<file path="src/rtl/fetch_sequencer_pkg.sv">
// Shared definitions for the instruction fetch sequencer: state encoding,
// the NOP word and the PC step.
package fetch_sequencer_pkg;

    typedef enum logic {
        ST_RUN  = 1'b0,
        ST_HALT = 1'b1
    } fetch_state_e;

    localparam logic [31:0] NOP_INSN = 32'h0000_0000;
    localparam logic [31:0] PC_INC   = 32'd4;

    // Redirect targets are forced onto a word boundary.
    function automatic logic [31:0] align_word(input logic [31:0] addr);
        return {addr[31:2], 2'b00};
    endfunction

endpackage

</file>
<file path="src/rtl/fetch_sequencer_if_id_reg.sv">
// IF/ID pipeline register: flush clears the slot, load captures a fetched
// word, hold (or no request) keeps the current contents.
module if_id_reg
    import fetch_sequencer_pkg::*;
(
    input  logic        clk,
    input  logic        reset,
    input  logic        load,
    input  logic        flush,
    input  logic        hold,
    input  logic [31:0] instr_in,
    input  logic [31:0] pc4_in,
    output logic [31:0] instr_out,
    output logic [31:0] pc4_out,
    output logic        valid_out
);

    logic [31:0] instr_q, instr_d;
    logic [31:0] pc4_q, pc4_d;
    logic        valid_q, valid_d;

    always_comb begin
        instr_d = instr_q;
        pc4_d   = pc4_q;
        valid_d = valid_q;
        if (flush) begin
            // pc4 is left alone: it has no meaning while the slot is invalid.
            instr_d = NOP_INSN;
            valid_d = 1'b0;
        end else if (load && !hold) begin
            instr_d = instr_in;
            pc4_d   = pc4_in;
            valid_d = 1'b1;
        end
    end

    always_ff @(posedge clk or posedge reset) begin
        if (reset) begin
            instr_q <= NOP_INSN;
            pc4_q   <= 32'h0;
            valid_q <= 1'b0;
        end else begin
            instr_q <= instr_d;
            pc4_q   <= pc4_d;
            valid_q <= valid_d;
        end
    end

    assign instr_out = instr_q;
    assign pc4_out   = pc4_q;
    assign valid_out = valid_q;

endmodule

</file>
<file path="src/rtl/fetch_sequencer.sv">
// Instruction fetch sequencer: PC register, RUN/HALT control and the IF/ID
// stage. One action per edge in RUN: redirect > halt-entry > stall > advance.
//
//   state   | meaning
//   --------+--------------------------------------------------------------
//   ST_RUN  | fetching; PC advances, stalls or is redirected each edge
//   ST_HALT | halt word reached decode; everything frozen until reset
module fetch_sequencer
    import fetch_sequencer_pkg::*;
#(
    parameter logic [31:0] RESET_PC  = 32'h0000_0000,
    parameter logic [31:0] HALT_INSN = 32'h0000_000C
) (
    input  logic        clk,
    input  logic        reset,
    output logic [31:0] pc,
    input  logic [31:0] instruction,
    input  logic        stall,
    input  logic        redirect_valid,
    input  logic [31:0] redirect_pc,
    output logic [31:0] if_id_instr,
    output logic [31:0] if_id_pc4,
    output logic        if_id_valid,
    output logic        halted,
    output logic [31:0] fetch_count
);

    fetch_state_e state_q, state_d;
    logic [31:0]  pc_q, pc_d;
    logic [31:0]  count_q, count_d;
    logic [31:0]  pc_plus4;
    logic         halt_hit;
    logic         ifid_load, ifid_flush, ifid_hold;

    assign pc_plus4 = pc_q + PC_INC;
    assign halt_hit = if_id_valid && (if_id_instr == HALT_INSN);

    always_comb begin
        state_d    = state_q;
        pc_d       = pc_q;
        count_d    = count_q;
        ifid_load  = 1'b0;
        ifid_flush = 1'b0;
        ifid_hold  = 1'b1;
        case (state_q)
            ST_RUN: begin
                if (redirect_valid) begin
                    pc_d       = align_word(redirect_pc);
                    ifid_flush = 1'b1;
                    ifid_hold  = 1'b0;
                end else if (halt_hit) begin
                    // Not gated by stall: the halt word is already in decode.
                    state_d    = ST_HALT;
                    ifid_flush = 1'b1;
                    ifid_hold  = 1'b0;
                end else if (!stall) begin
                    pc_d      = pc_plus4;
                    count_d   = count_q + 32'd1;
                    ifid_load = 1'b1;
                    ifid_hold = 1'b0;
                end
            end
            ST_HALT: begin
                state_d = ST_HALT;
            end
            default: begin
                state_d = ST_RUN;
            end
        endcase
    end

    always_ff @(posedge clk or posedge reset) begin
        if (reset) begin
            state_q <= ST_RUN;
            pc_q    <= RESET_PC;
            count_q <= 32'h0;
        end else begin
            state_q <= state_d;
            pc_q    <= pc_d;
            count_q <= count_d;
        end
    end

    if_id_reg u_if_id (
        .clk       (clk),
        .reset     (reset),
        .load      (ifid_load),
        .flush     (ifid_flush),
        .hold      (ifid_hold),
        .instr_in  (instruction),
        .pc4_in    (pc_plus4),
        .instr_out (if_id_instr),
        .pc4_out   (if_id_pc4),
        .valid_out (if_id_valid)
    );

    assign pc          = pc_q;
    assign halted      = (state_q == ST_HALT);
    assign fetch_count = count_q;

endmodule

</file>
<file path="config.mk">
export PLATFORM = sky130hd
export DESIGN_NAME = fetch_sequencer
export DESIGN_NICKNAME = d
export VERILOG_FILES = /design/src/rtl/fetch_sequencer_pkg.sv /design/src/rtl/fetch_sequencer_if_id_reg.sv /design/src/rtl/fetch_sequencer.sv
export SDC_FILE = /design/constraint.sdc
export NUM_CORES = 1
export LEC_CHECK = 0
export CELL_PAD_IN_SITES_DETAIL_PLACEMENT = 0
export CELL_PAD_IN_SITES_GLOBAL_PLACEMENT = 2
export CORE_ASPECT_RATIO = 1.1
export CORE_MARGIN = 3
export CORE_UTILIZATION = 28
export DETAILED_ROUTE_END_ITERATION = 8
export GPL_TIMING_DRIVEN = 0
export PLACE_DENSITY = 0.82
export SETUP_SLACK_MARGIN = 0.02
export SLEW_MARGIN = 10
export SYNTH_ARGS = -nofsm -noshare
export SYNTH_HDL_FRONTEND = slang
export SYNTH_SLANG_ARGS = --single-unit
export TNS_END_PERCENT = 100
</file>
<file path="constraint.sdc">
create_clock -name clk -period 4.85 [get_ports clk]
set_input_delay 1.2125 -clock clk [delete_from_list [all_inputs] [get_ports clk]]
set_output_delay 1.2125 -clock clk [all_outputs]
set_load 0.02 [all_outputs]
</file>
After elaboration in Yosys (flattened, before gate mapping):

Index checks and enable logic that the tools add are counted.
W data, S select, Z words.

* input bits: 68
* logic and storage cells: 43
* flip-flop bits (word level): 130
* output and inout bits: 130

* reductions and logical operators: 7
* eq/ne operators: 3
* bitwise logic cells: 5
* add/subtract/negate cells: 2
* multiplexer cells: 20

Operator list (number)
* $mux W32: 5
* $add A32 B1 Y32 const B: 1
* $add A32 B3 Y32 const B: 1
* $eq A32 B4 Y1 const B: 1
* $mux W1: 14
* $not A1 Y1: 5
* $reduce_and A4 Y1: 1
* $reduce_and A3 Y1: 1
* $logic_and A1 B1 Y1: 2
* $ne A2 B1 Y1 const B: 1
* $ne A2 B2 Y1 const B: 1
* $pmux W1 S2: 1
* $reduce_and A2 Y1: 1
* $reduce_bool A2 Y1: 1
* $logic_not A1 Y1: 1

Depth between registers and ports, before layout:

Gate-level depths: netlist (run 1).

* depth in word-level cells: 9
* depth in mapped cells: 8
* depth with buffers taken out: 7

Modules after synthesis:

From an unflattened synthesis (run 1), not the netlist that was laid out.

* cells, all modules: 652
* area total of the unflattened synthesis: 6578.8 um2

By module, submodules not included
* fetch_sequencer: times used 1, area an instance 3903.7 um2, cells each 438
* if_id_reg: times used 1, area an instance 2675.1 um2, cells each 214

Worst setup path before layout (run 1):

Ideal clock, no wire load.

* path type: in2reg
* from: in redirect_valid
* to: reg count_q[26], in the netlist fetch_count[26]
* stages on the path: 5
* required time: 4770 ps
* library setup time: 80 ps
* data arrival time: 2541 ps
* setup slack: 2229 ps
* cells stage by stage: clkbuf_1 or3_1 nor4_2 and3_1 xor2_1

* cells in the longest elaborated chain, start to end: 2

RTL lines
* from (decl): RTL line fetch_sequencer.sv:19 `input logic redirect_valid,`
* $not A1 Y1 (no source line)
* $reduce_and A4 Y1 (no source line)
* to (signal assigned): RTL line fetch_sequencer.sv:80 `count_q <= count_d;`
* to (decl): RTL line fetch_sequencer.sv:30 `logic [31:0] count_q, count_d;`

Every way passes these cells.
A chain may end at the register's enable or synchronous reset.

Final worst setup path (run 1):

* from: in stall
* to: reg pc_q[11], in the netlist pc[11]

* cells in the longest elaborated chain, start to end: 2

RTL lines
* from (decl): RTL line fetch_sequencer.sv:18 `input logic stall,`
* $ne A2 B1 Y1 (no source line)
* $reduce_and A3 Y1 (no source line)
* to (signal assigned): RTL line fetch_sequencer.sv:79 `pc_q <= pc_d;`
* to (decl): RTL line fetch_sequencer.sv:29 `logic [31:0] pc_q, pc_d;`

Every way passes these cells.

==> summary.txt, run 1 <==
Pwr
  • Power after layout: 0.00332 W
  • VDD IR max: 0.229 mV
  • Combinational power share: 22.9%
  • Clock network fraction of design power: 37.9%
  • Pwr dens: 374 nW/um^2
  • Sw frac: about 32%
  • Sw Pwr: 0.00108 W
  • Leak Pwr: 3.75 nW
  • Flop pwr share: 39.2%
  • Internal power: 0.00224 W

Clock tree
  • CTS H-tree lvls: 4
  • CTS resizes: 0
  • Post-CTS Setup Inserts: 0
  • Worst-Skew Late Latency: 420 ps
  • CTS root buf: clkbuf_16
  • CTS Buf Count: 17
  • Clock transition at the registers of the reported paths: 60 ps
  • Cts hold-fix bufs: 0
  • Clock Tree Buf Depth: 2
  • CTS tree: built
  • TritonCTS Sinks: between 100 and 150

Critical path
  • Worst R2R Start: u_if_id.instr_out[28]$_DFFE_PP0P_
  • CP peak stage delay: 550 ps
  • Crit Path Category: input port to register
  • CP startpoint kind: input port
  • Setup crit end kind: register
  • Critical path, cell by cell: clkdlybuf4s50_1 -> nor2b_1 -> nor2_1 -> o41a_1 -> clkbuf_1 -> o21ai_0 -> nand2_1 -> o21ai_1
  • Worst R2R End: pc[3]$_DFFE_PP0P_
  • Critical path's slowest cell: clkbuf_1
  • R2r setup slk: around 1900 ps
  • R2R cell count: 5
  • CP arrival: 3360 ps
  • WP data required: 5140 ps
  • Crit-path max FO: 10

Detailed routing
  • Final ANT Viol Nets: 0
  • Vias/cell: 4.84
  • DRT iter0 DRCs: 229
  • Final wirelength: 20200 um
  • Pre-antenna DRT Iters: 5
  • Total number of vias: 5344
  • WL/cell: 18.3 um
  • Drc violations: 0

Min path
  • Worst hold stages: 2
  • Min-delay src: u_if_id.pc4_out[3]$_DFFE_PP0P_
  • Worst hold path endpoint: u_if_id.pc4_out[3]$_DFFE_PP0P_
  • Hold crit path type: register to register

Cells and area
  • Synth-to-Final Area Change: 47.9%
  • Final net count: just under 900
  • Layout cells sized above 1: about 7.8%
  • Ant diodes: 0

Floorplanning
  • Die W: about 150 um
  • Initial Util: 28.8%
  • Die ar.: 23300 um^2
  • Placeable Area: roughly 21000 um^2
  • Top Ports: 198
  • Row count: 55
  • Die Y: 160 um

Global routing
  • First-pass GRT wire length: 32500 um
  • Global route overflow: 0
  • Initial antenna violation count: 0
  • Vias in the first global route: between 5000 and 6000
  • GR Util All Layers: 17.7%
  • Largest net degree at the start of global routing: 74

STA
  • Worst-Margin Slew: around 900 ps
  • Fmax: 325 MHz
  • Rel. slew slack: about two fifths
  • Final Hold Viols: 0
  • Worst setup margin: 1780 ps
  • Clock skew: 9.14 ps
  • Final setup viols: 0
  • Final Max Tran Viols: 0
  • Post-layout min period: 3070 ps
  • Min Hold Slack: 476 ps
  • RSZ-0062 raised after global routing: false
  • Tcrit/Tclk final: a little under two thirds

Synthesis
  • Distinct cells, synth: 50
  • #FFs+latches synth: 126
  • Mapped Cells: roughly 590
  • Async SR Flop Fraction: 100%
  • YS warnings: 0
  • Sequential area share after synthesis: 52.5%
  • Avg Inst Size Synth: 10.1 um^2
  • Synth top area share: around 52%
  • Cell taking the most area after synthesis: dfrtp_1
  • Synth area leaders: dfrtp_1, o21ai_0, xnor2_1
  • Main synth FF type: dfrtp_1
  • Post-synth EDFFs: 0
  • Syn Std Cell Area: 6010 um^2

Status
  • Status: finished, final reports clean

Placed design
  • Post-DP HPWL: 14800 um
  • Pre-CTS setup slack: 1360 ps
  • Routability cong.: ~0.76
  • Port bufs: 190

Flow run
  • Number of max-cap violations: 0
==> synthesized netlist by cell type, types with 2 or more instances <==
master	n
and3_1	15
clkbuf_1	17
and4_1	4
nand3_1	20
buf_2	11
nor3_1	17
o21ai_0	69
a22o_1	32
a21oi_1	13
a21o_1	3
and2_1	5
nand2_1	69
dfrtp_1	126
a22oi_1	17
inv_1	10
nor4_4	3
o2bb2ai_1	4
nor2_1	41
mux2i_1	2
nor4_1	10
xor2_1	21
o22ai_1	4
ha_1	2
o21ai_1	2
nand4_1	10
xnor2_1	38
nor4bb_1	2
or3_1	2
buf_4	4
==> power groups by stage <==
stage	sequential, W	clock (W)	combinational [W]
after detailed placement	0.00132	0	0.000771
after global placement	0.00132	0	0.000767
after global routing	0.00132	0.00133	0.000823
after floorplan	0.00143	0	0.000237
after CTS	0.00130	0.00129	0.000774
final	0.00130	0.00126	0.000762
==> stage by stage <==
step	area (um^2)	util [%]	std cells	TNS, ps
6_report	8890	42.6	1105	0
5_1_grt	8890	42.6	1105	0
4_1_cts	8890	42.6	1105	0
3_5_place_dp	8310	39.9	1073	0
3_3_place_gp	8280	39.7	1072	-233640
2_1_floorplan	6020	-	597	0
==> state kept, by name (all words and copies together) (netlist names) <==
| register | cells |
|---|---|
| fetch_count | 32 |
| halted | 1 |
| pc | 30 |
| u_if_id.instr_out | 32 |
| u_if_id.pc4_out | 30 |
| u_if_id.valid_out | 1 |
==> logic make-up (layout without fill, tap and decap cells) <==
| logic type | after synthesis | in the layout | share of synthesized area (%) |
|---|---|---|---|
| AO/OA/AOI/OAI | 150 | 150 | 16.2 |
| XOR/XNOR | 59 | 59 | 8.60 |
| adder cells (fa/ha/maj) | 2 | 2 | 0.416 |
| buffers and inverters | 45 | 268 | 3.43 |
| flip-flops | 126 | 126 | 52.5 |
| multiplexers | 3 | 3 | 0.520 |
| other | 1 | 4 | 0.0624 |
| AND/OR/NAND/NOR | 208 | 208 | 18.3 |
==> layout make-up <==
type                            count  area (um^2)
Buffer                             35          169
Clock buffer                       17          425
Clock inverter                     15          151
Fill cell                        2054        12000
Inverter                           10         42.5
Multi-Input combinational cell    426         2660
Sequential cell                   126         3150
Tap cell                          285          357
Timing Repair Buffer              191         1930
==> metal layers <==
layer | share of wire, % | vias up | GRT usage, %
met2 | 48 | 174 | 28.1
met4 | 0.94 | 0 | 3.93
li1 | - | 2554 | -
met5 | 0 | - | 0
met1 | 46 | 2601 | 24.4
met3 | 5.2 | 15 | 4.46
==> how the worst max path moves through the flow <==
stage                     start                           to  slack [ps]
after floorplan           reset   fetch_count[0]$_DFFE_PP0P_         280
after global placement    reset  fetch_count[17]$_DFFE_PP0P_       -1870
after detailed placement  stall           pc[11]$_DFFE_PP0P_        1360
after CTS                 stall           pc[25]$_DFFE_PP0P_        1800
after global routing      stall           pc[31]$_DFFE_PP0P_        1650
final                     stall           pc[11]$_DFFE_PP0P_        1780
==> cells in the final DEF, fill, tap and decap left out, types with 4 or more instances in the layout <==
cell,netlist,routed
o2bb2ai_1,4,4
a22oi_1,17,17
inv_1,10,9
nor4_1,10,10
nor2_1,41,41
clkdlybuf4s50_1,0,190
o21ai_0,69,69
conb_1,1,4
a22o_1,32,32
o22ai_1,4,4
and3_1,15,15
clkbuf_16,0,17
inv_6,0,8
clkbuf_1,17,17
a21oi_1,13,13
nand4_1,10,10
nand2_1,69,69
xor2_1,21,21
nor3_1,17,17
buf_4,4,4
and2_1,5,5
buf_2,11,11
dfrtp_1,126,126
xnor2_1,38,38
nand3_1,20,20
and4_1,4,4
==> critical path, delay by kind of cell <==
family	cells	cell delay [ps]
AOI/OAI and AO/OA	3	730
buffers and inverters	2	970
and+or+nand+nor	3	430
(Power assumes the default switching activity.)
==> run 2: changes to the inputs <==
- CORE_UTILIZATION: 28 -> 25
- PLACE_DENSITY: 0.82 -> 0.77
- clock period: 4.85 -> 2.7 ns (I/O delays scaled with it)
==> summary.txt, run 2 (synthesis results as in run 1) <==
STA
  • RSZ-0062 raised after global routing: true
  • Post-layout min period: 2480 ps
  • Rel. slew slack: between 50% and 60%
  • Final setup viols: 0
  • Final Max Tran Viols: 0
  • Tcrit/Tclk final: about 92%
  • Final Hold Viols: 0
  • Min Hold Slack: ~470 ps
  • Clock skew: 13.4 ps
  • Fmax: 404 MHz
  • Worst-Margin Slew: approximately 660 ps

Detailed routing
  • Drc violations: 0
  • WL/cell: ~19 um
  • Met2 wire len: ~10000 um
  • Top Layer Used: met4
  • Final ANT Viol Nets: 0
  • M1 WL: between 9000 and 10000 um
  • Vias/cell: 4.79
  • DRT iter0 DRCs: 314
  • Total number of vias: roughly 5400
  • Metal3 WL: roughly 1100 um
  • Final wirelength: 21000 um
  • Pre-antenna DRT Iters: 5

Clock tree
  • CTS Buf Count: 17
  • CTS H-tree lvls: 4
  • CTS root buf: clkbuf_16
  • Clock transition at the registers of the reported paths: 60 ps
  • TritonCTS Sinks: approximately 130
  • Worst-Skew Late Latency: around 420 ps
  • Clock Tree Buf Depth: 2
  • CTS tree: built

Status
  • Status: finished, final reports clean

Cells and area
  • Final net count: slightly below 900
  • Most frequent cells in the layout: clkdlybuf4s50_1, dfrtp_1, nand2_1, o21ai_0, nor2_1
  • Synth-to-Final Area Change: 50.9%
  • Core Util, Final: 39.1%
  • Ant diodes: 0
  • Layout cells sized above 1: 9.43%
  • Commonest non-fill, non-tap cell in the layout: clkdlybuf4s50_1

Global routing
  • Vias in the first global route: 5452
  • Largest net degree at the start of global routing: 35
  • First-pass GRT wire length: 33200 um
  • GR Util All Layers: around 16%
  • Initial antenna violation count: 0
  • Global route overflow: 0

Floorplanning
  • Placeable Area: 23200 um^2
  • Die Y: 169 um
  • Die ar.: 25900 um^2
  • Die W: 154 um
  • Top Ports: 198
  • Row count: 58
  • Initial Util: 25.9%

Critical path
  • R2r setup slk: 220 ps
  • CP startpoint kind: register
  • Crit Path Category: register to register
  • WP data required: a little under 3000 ps
  • Setup crit end kind: register
  • Crit-path max FO: 7
  • CP arrival: 2760 ps

Min path
  • Hold crit path type: register to register

Pwr
  • Leak Pwr: 3.84 nW
  • VDD IR max: 0.328 mV
  • Pwr dens: between 600 and 700 nW/um^2

Placed design
  • Port bufs: 190
  • Post-DP HPWL: approximately 16000 um
  • Routability cong.: 0.764

Flow run
  • Number of max-cap violations: 0
==> run 2: cell types whose count changed in the layout (fill, tap and decap cells not counted), moves of 2 or more <==
cell and delta:
buf_4 +4, clkinv_2 +2, buf_12 +4, clkbuf_1 -2, nor4_1 -2, nor4_2 +2, clkbuf_2 +2, bufinv_16 +2
inv_6 -4
==> run 2: critical path: stages, from the launching register on <==
cell	delay [ps]
dfrtp_1	550
ha_2	330
nand3_1	240
nor4_4	320
buf_4	190
and3_1	170
buf_6	130
nand4_1	140
xnor2_1	180
o21ai_0	90
==> run 2: metrics by stage <==
stage	instances	setup WS (ps)	cell area, um^2	setup TNS [ps]	total power, W
6_report	1127	224	9070	0	0.00612
5_1_grt	1127	17.6	9070	0	0.00641
4_1_cts	1127	42.4	9040	0	0.00620
3_5_place_dp	1091	-292	8380	-4050	0.00378
3_3_place_gp	1087	-913	8300	-118020	0.00376
2_1_floorplan	597	472	6030	0	0.00300
==> run 2: repair_timing <==
item	4_1_cts	5_1_grt
setup endpoints to repair	35	52
gates resized for setup	4	6
hold buffers	0	0
setup buffers	4	0
pin swaps	3	0
==> run 2: where the power goes <==
group	switching [W]	internal (W)	leakage [nW]
registers	0.000249	0.00210	1.62
clock network	0.000919	0.00146	0.295
logic	0.000736	0.000654	1.93
total	0.00190	0.00421	3.84
==> run 2: path summary, 6_finish.rpt <==
kind	from	end	cells past startpoint
min	fetch_count[31]$_DFFE_PP0P_	fetch_count[31]$_DFFE_PP0P_	1
min reg2reg	fetch_count[31]$_DFFE_PP0P_	fetch_count[31]$_DFFE_PP0P_	1
max in group asynchronous	reset	fetch_count[27]$_DFFE_PP0P_	4
min in group asynchronous	reset	u_if_id.pc4_out[9]$_DFFE_PP0P_	2
max reg2reg	pc[2]$_DFFE_PP0P_	u_if_id.pc4_out[26]$_DFFE_PP0P_	9
max	pc[2]$_DFFE_PP0P_	u_if_id.pc4_out[26]$_DFFE_PP0P_	9
==> run 2: area by class of cell <==
type                       instances  area [um^2]
clock inverter                    15          185
fill                            2330        14100
multi-input combinational        426         2710
timing repair buffer             198         2010
sequential                       126         3150
clock buffer                      17          425
tap                              300          375
inverter                          10         41.3
buffer                            35          174
==> run 2: metal layers <==
| layer | global-route usage (%) | vias up |
|---|---|---|
| met5 | 0 | - |
| met4 | 3.53 | 0 |
| met3 | 3.32 | 16 |
| met2 | 27.2 | 184 |
| met1 | 22.1 | 2644 |
| li1 | - | 2559 |
